===== src/rtl/instruction_decoder.sv =====
// Decode/operand-read stage: assembles V850 16/32-bit formats from halfwords,
// reads GR/PSW, and issues one registered operand bundle per cycle with hazard bubbles.
module instruction_decoder #(
  parameter logic [4:0] NOP_SEL = 5'b11111
) (
  input  logic        clk,
  input  logic        rst,
  input  logic [15:0] instr_i,
  input  logic [31:0] instr_pc_i,
  input  logic        instr_valid_i,
  output logic        instr_ready_o,
  input  logic [31:0] GR_i [0:31],
  input  logic [31:0] PSW_i,
  output logic [4:0]  destination_o,
  output logic [31:0] reg1_o,
  output logic [31:0] reg2_o,
  output logic [31:0] reg3_o,
  output logic        increment_bit_o,
  output logic [4:0]  circuit_sel_o,
  output logic        flush_o,
  output logic        illegal_o
);

  typedef enum logic [1:0] {FIRST, SECOND, STALL} state_t;

  state_t      state;
  logic [15:0] first_hw;
  logic [31:0] first_pc;
  logic [15:0] held_hw;
  logic [15:0] held_imm;
  logic [31:0] held_pc;
  logic [4:0]  last_dest;
  logic [4:0]  last_r3;
  logic        last_live;

  logic        accept;
  logic        go;
  logic [15:0] hw_a;
  logic [15:0] hw_b;
  logic [31:0] pc_a;

  logic [5:0]  op;
  logic [4:0]  r1;
  logic [4:0]  r2;
  logic [31:0] gr1;
  logic [31:0] gr2;
  logic        is32;

  logic        sat, cy, ov, s, z;
  logic        base_cond;
  logic        taken;
  logic [31:0] disp;

  logic [4:0]  d_sel;
  logic [4:0]  d_dest;
  logic [31:0] d_reg1;
  logic [31:0] d_reg2;
  logic [31:0] d_reg3;
  logic        d_flush;
  logic        d_illegal;
  logic        d_bcond;
  logic [4:0]  d_src1;
  logic [4:0]  d_src2;
  logic        hazard;

  logic        unused_psw;
  assign unused_psw = ^PSW_i[31:5];

  assign instr_ready_o = !rst && (state != STALL) && !flush_o;
  assign accept        = instr_valid_i && instr_ready_o;

  // Pick the instruction being decoded: live halfword, assembled pair, or the stalled one.
  always_comb begin
    hw_a = instr_i;
    hw_b = '0;
    pc_a = instr_pc_i;
    go   = 1'b0;
    unique case (state)
      FIRST:  go = accept && (instr_i[10:9] != 2'b11);
      SECOND: begin
        hw_a = first_hw;
        hw_b = instr_i;
        pc_a = first_pc;
        go   = accept;
      end
      STALL: begin
        hw_a = held_hw;
        hw_b = held_imm;
        pc_a = held_pc;
        go   = 1'b1;
      end
      default: go = 1'b0;
    endcase
  end

  assign op   = hw_a[10:5];
  assign r1   = hw_a[4:0];
  assign r2   = hw_a[15:11];
  assign is32 = (hw_a[10:9] == 2'b11);
  assign gr1  = (r1 == 5'd0) ? '0 : GR_i[r1];
  assign gr2  = (r2 == 5'd0) ? '0 : GR_i[r2];

  assign sat  = PSW_i[4];
  assign cy   = PSW_i[3];
  assign ov   = PSW_i[2];
  assign s    = PSW_i[1];
  assign z    = PSW_i[0];
  assign disp = {{23{hw_a[15]}}, hw_a[15:11], hw_a[6:4], 1'b0};

  always_comb begin
    base_cond = 1'b0;
    unique case (hw_a[2:0])
      3'd0: base_cond = ov;
      3'd1: base_cond = cy;
      3'd2: base_cond = z;
      3'd3: base_cond = cy | z;
      3'd4: base_cond = s;
      3'd5: base_cond = 1'b1;
      3'd6: base_cond = s ^ ov;
      3'd7: base_cond = (s ^ ov) | z;
      default: base_cond = 1'b0;
    endcase
  end

  // The inverted "always" slot is reused as the SAT test.
  assign taken = (hw_a[3:0] == 4'b1101) ? sat : (base_cond ^ hw_a[3]);

  always_comb begin
    d_sel     = NOP_SEL;
    d_dest    = '0;
    d_reg1    = '0;
    d_reg2    = '0;
    d_reg3    = '0;
    d_flush   = 1'b0;
    d_illegal = 1'b0;
    d_bcond   = 1'b0;
    d_src1    = '0;
    d_src2    = '0;
    if (is32) begin
      unique case (op)
        6'b110000: begin
          d_sel  = 5'b00001;
          d_reg1 = {{16{hw_b[15]}}, hw_b};
          d_reg2 = gr1;
          d_dest = r2;
          d_src1 = r1;
        end
        6'b110110: begin
          d_sel  = 5'b00010;
          d_reg1 = {16'h0000, hw_b};
          d_reg2 = gr1;
          d_dest = r2;
          d_src1 = r1;
        end
        6'b110100: begin
          d_sel  = 5'b00011;
          d_reg1 = {16'h0000, hw_b};
          d_reg2 = gr1;
          d_dest = r2;
          d_src1 = r1;
        end
        6'b111111: begin
          if (hw_b[10:0] == 11'h2C0) begin
            d_sel  = 5'b01000;
            d_reg1 = gr1;
            d_reg2 = gr2;
            d_reg3 = {27'd0, hw_b[15:11]};
            d_dest = r2;
            d_src1 = r1;
            d_src2 = r2;
          end else begin
            d_illegal = 1'b1;
          end
        end
        default: d_illegal = 1'b1;
      endcase
    end else if (hw_a[10:7] == 4'b1011) begin
      d_bcond = 1'b1;
      if (taken) begin
        d_sel   = 5'b00001;
        d_reg1  = disp;
        d_reg2  = pc_a;
        d_flush = 1'b1;
      end
    end else begin
      d_reg1 = gr1;
      d_reg2 = gr2;
      d_dest = r2;
      d_src1 = r1;
      d_src2 = r2;
      unique case (op)
        6'b001110: d_sel = 5'b00001;
        6'b001101: begin
          d_sel  = 5'b00000;
          d_reg1 = 32'd0 - gr1;
        end
        6'b001010: d_sel = 5'b00010;
        6'b001000: d_sel = 5'b00011;
        6'b010010: begin
          d_sel  = 5'b00001;
          d_reg1 = {{27{hw_a[4]}}, hw_a[4:0]};
          d_src1 = '0;
        end
        default: begin
          d_illegal = 1'b1;
          d_reg1    = '0;
          d_reg2    = '0;
          d_dest    = '0;
          d_src1    = '0;
          d_src2    = '0;
        end
      endcase
    end
  end

  function automatic logic raw_hit(input logic [4:0] src, input logic [4:0] dst, input logic [4:0] r3);
    return (src != 5'd0) && ((src == dst) || (src == r3));
  endfunction

  assign hazard = (state != STALL) &&
                  (raw_hit(d_src1, last_dest, last_r3) ||
                   raw_hit(d_src2, last_dest, last_r3) ||
                   (d_bcond && last_live));

  // History only tracks the immediately preceding issue; any bubble resolves a hazard.
  always_ff @(posedge clk) begin
    if (rst) begin
      state           <= FIRST;
      first_hw        <= '0;
      first_pc        <= '0;
      held_hw         <= '0;
      held_imm        <= '0;
      held_pc         <= '0;
      last_dest       <= '0;
      last_r3         <= '0;
      last_live       <= 1'b0;
      circuit_sel_o   <= NOP_SEL;
      destination_o   <= '0;
      reg1_o          <= '0;
      reg2_o          <= '0;
      reg3_o          <= '0;
      increment_bit_o <= 1'b0;
      flush_o         <= 1'b0;
      illegal_o       <= 1'b0;
    end else begin
      circuit_sel_o   <= NOP_SEL;
      destination_o   <= '0;
      reg1_o          <= '0;
      reg2_o          <= '0;
      reg3_o          <= '0;
      increment_bit_o <= 1'b0;
      flush_o         <= 1'b0;
      illegal_o       <= 1'b0;
      last_dest       <= '0;
      last_r3         <= '0;
      last_live       <= 1'b0;
      if (state == FIRST && accept && instr_i[10:9] == 2'b11) begin
        first_hw <= instr_i;
        first_pc <= instr_pc_i;
        state    <= SECOND;
      end else if (go) begin
        if (hazard) begin
          held_hw  <= hw_a;
          held_imm <= hw_b;
          held_pc  <= pc_a;
          state    <= STALL;
        end else begin
          circuit_sel_o <= d_sel;
          destination_o <= d_dest;
          reg1_o        <= d_reg1;
          reg2_o        <= d_reg2;
          reg3_o        <= d_reg3;
          flush_o       <= d_flush;
          illegal_o     <= d_illegal;
          last_dest     <= d_dest;
          last_r3       <= d_reg3[4:0];
          last_live     <= (d_sel != NOP_SEL) && !d_flush;
          state         <= FIRST;
        end
      end
    end
  end

endmodule


===== config.mk =====
export PLATFORM = sky130hd
export DESIGN_NAME = instruction_decoder
export DESIGN_NICKNAME = d
export VERILOG_FILES = /design/src/rtl/instruction_decoder.sv
export SDC_FILE = /design/constraint.sdc
export NUM_CORES = 2
export LEC_CHECK = 0
export CAP_MARGIN = 20
export CORE_AREA = 4 4 471 473
export DETAILED_ROUTE_END_ITERATION = 7
export DIE_AREA = 0 0 475 477
export GPL_ROUTABILITY_DRIVEN = 0
export PLACE_DENSITY_LB_ADDON = 0.1
export SLEW_MARGIN = 15
export SYNTH_ARGS = -nofsm -noshare
export SYNTH_HDL_FRONTEND = slang
export SYNTH_SLANG_ARGS = --single-unit
export TNS_END_PERCENT = 10

===== constraint.sdc =====
create_clock -name clk -period 4.6 [get_ports clk]
set_input_delay 0.92 -clock clk [delete_from_list [all_inputs] [get_ports clk]]
set_output_delay 0.92 -clock clk [all_outputs]
set_load 0.02 [all_outputs]

==> flow_summary.ini <==
[worst_setup_path]
max_stage_delay_ns = 0.69
cp_max_fo = 87
startpoint_type = register
path_buf_inv = 7
arrival_ns = 5.03
path_class = register to register
required_ns = 5.02
slowest_stage = a211oi_1
cp_cell_sequence = inv_1 -> ha_4 -> buf_6 -> buf_6 -> inv_2 -> a221o_1 -> o21ai_4 -> buf_12 -> mux2i_1 -> a211oi_1 -> o21ai_0 -> buf_4 -> a21oi_1 -> buf_4
cp-end-kind = register
cp_top_family = compound AO/OA/AOI/OAI gates

[clock_network]
cts_tree = done
hold_buffers = 0
cts_made_buffers = 17
clkSlewWorstSetupHoldPaths_ns = 0.09
h-tree-depth = 4
cts-root-buf = clkbuf_16
cts_buffer_depth = 2
cts.sinks = 195
clkLatencyLatePin_ns = 0.47

[timing]
finalHoldViolations = 0
max_freq_mhz = 217
post-route-min-period_ns = 4.62
holdWs_ns = 0.460
worst_pin_slew_ns = 0.848
period_share = 1.00
setup_viol = 1
skew_ns = 0.0231
fin_ws_ns = -0.0184
drv_slew = 0
rsz0062_at_grt = yes
max_slew_margin = 0.435
setup_tns_ns = -0.0184

[floorplanning]
fp.coreArea_um2 = 217000
die_x_um = 475
num_rows = 171
start_util = 0.127
dieArea_um2 = 227000
ios = 1217
chipHeight_um = 477

[place]
pre_cts_ws_ns = -1.03
portBuffers = 1161
post-dp-hpwl_mm = 241
dpl.cell_count = 7355

[synthesis]
synth-seq-cells = 195
synth_area_per_cell_um2 = 8.87
synth_edf_count = 0
synth_cell_types = 91
synth_cells = 3110
ys_seq_area_frac = 0.141
netlist_area_um2 = 27600
synth-main-ff-cell = dfxtp_1
synth-async-reset-ratio = 0
yosysWarnings = 0

[cells_and_area]
layout.nets = 5678
multi_input_area_um2 = 22500
fin_cells = 7486
seq_area_um2 = 3910
syn2layout_area_growth_pct = 75.7
n_fill_cell = 23860
drive_gt1_frac = 0.259
fin_util = 0.223

[routing]
drtIter0Drc = 2729
vias = 35326
drtAntennaViolNets = 0
wl_per_cell_um = 37.8
remaining_drc_errors = 0
vias_per_cell = 4.72
wirelength_mm = 283
drtPass1Iterations = 8

[run_status]
failed_checks = setup timing
status = finished, violations left

[pwr]
total_leakage_power_nw = 17.1
power_density_nw_per_um2 = 434
peakVddDrop_mv = 0.234

[global_routing]
grtUsageTotal = 0.237
grt_pass1_wl_mm = 361
grt_start_max_net_pins = 88
antenna_found_initial = 183
gr-total-overflow = 0
grt_pass1_vias = 35805

[hold_path]
hold_path.class = register to register

[run]
drv_cap = 0
-- cells in the mapped netlist, drive strengths merged, types with 6 or more instances --
library cell	number	share of area
nand2	386	0.053
mux4	376	0.31
a21oi	274	0.050
nor2	247	0.034
buf	212	0.046
dfxtp	195	0.14
mux2i	167	0.061
a211oi	164	0.045
clkbuf	162	0.022
a22oi	103	0.029
o21ai	92	0.017
nand3	77	0.014
nor2b	66	0.015
a221oi	62	0.020
and2	51	0.012
a31oi	47	0.011
nor3	35	0.0065
o22ai	35	0.0079
xnor2	25	0.0079
inv	21	0.0029
mux2	21	0.0086
nand4	21	0.0048
nor4	20	0.0045
a21o	19	0.0052
a2111oi	17	0.0054
a32oi	17	0.0057
a22o	16	0.0051
a222oi	15	0.0054
and3	13	0.0029
o32a	11	0.0041
and4	10	0.0032
o211ai	9	0.0024
o22a	9	0.0029
o31ai	9	0.0024
a32o	8	0.0029
a211o	6	0.0019
xor2	6	0.0019
-- kinds of logic (layout without fill, tap and decap cells) --
kind of cell               after synthesis  after routing  share of synthesized area
other                                    1             81                   0.000136
muxes                                  564            564                      0.377
DFF                                    195            195                      0.141
and+or+nand+nor                        949            949                      0.156
buffers and inverters                  395           1836                     0.0708
xor gates and xnor gates                31             31                    0.00984
adders and majority gates                5              5                    0.00227
AOI/OAI and AO/OA                      970            971                      0.243
-- sequential cells by signal, summed over array words and instances, names as in the netlist, 2 cells and up --
name and cells:
first_pc 32, held_pc 32, reg2_o 32, first_hw 16, circuit_sel_o 4, state 2
reg1_o 32, held_imm 16, last_dest 5, last_r3 5, held_hw 16
-- where the power goes --
group / internal [mW] / switching (mW)
Sequential: 1.74 / 0.0367
Combinational: 7.68 / 9.94
Clock: 0.832 / 0.817
-- worst register-to-register path, cell delays in order (launching register included) --
cell,delay (ns)
dfxtp_2,0.38
inv_1,0.13
ha_4,0.41
buf_6,0.21
buf_6,0.20
inv_2,0.17
a221o_1,0.34
o21ai_4,0.19
buf_12,0.41
mux2i_1,0.44
a211oi_1,0.69
o21ai_0,0.25
buf_4,0.23
a21oi_1,0.34
buf_4,0.18
-- repair_timing --
item,CTS,global route
cloned,0,4
gates resized for setup,55,51
setup buffers,14,28
endpoints found under the hold margin,0,0
pin swaps,6,14
endpoints found under the setup margin,41,114
-- final timing paths --
kind                    start          end  slack, ns  cells past startpoint
setup / recovery     state[1]    reg2_o[2]      -0.02                     14
hold / removal    first_pc[0]  first_pc[0]       0.46                      2
setup reg to reg     state[1]    reg2_o[2]      -0.02                     14
hold reg to reg   first_pc[0]  first_pc[0]       0.46                      2
-- stage by stage --
step | cell area (um^2) | total power [mW]
2_1_floorplan | 27700 | 9.61
3_3_place_gp | 46800 | 19.0
3_5_place_dp | 46800 | 19.0
4_1_cts | 47800 | 21.0
5_1_grt | 48400 | 22.1
6_report | 48500 | 21.0
-- layout make-up --
class / instances / share of cell area
Multi-Input combinational cell: 2548 / 0.464
Antenna cell: 53 / 0.00274
Clock buffer: 17 / 0.00878
Sequential cell: 195 / 0.0806
Inverter: 21 / 0.00163
Clock inverter: 15 / 0.00398
Tap cell: 2854 / 0.0737
Timing Repair Buffer: 1783 / 0.365
-- cells in the final DEF (no fill, tap or decap), drive strengths merged, types with 66 or more instances in the layout --
master	instances
nand3	77
a22oi	103
o21ai	92
buf	621
nor2	247
nand2	386
dfxtp	195
a21oi	274
mux4	376
mux2i	167
nor2b	66
clkdlybuf4s50	1158
a211oi	164
-- routing by layer --
layer  wire, um  part of all wire  GRT usage  up-vias
met5        667            0.0024          0        -
met4       5380             0.019     0.0502      102
met3      20300             0.072     0.0569      295
met2     137000              0.48      0.404     1572
met1     119000              0.42      0.303    18060
li1           -                 -          -    15297
Note: power is estimated with default switching activity, not from simulation.
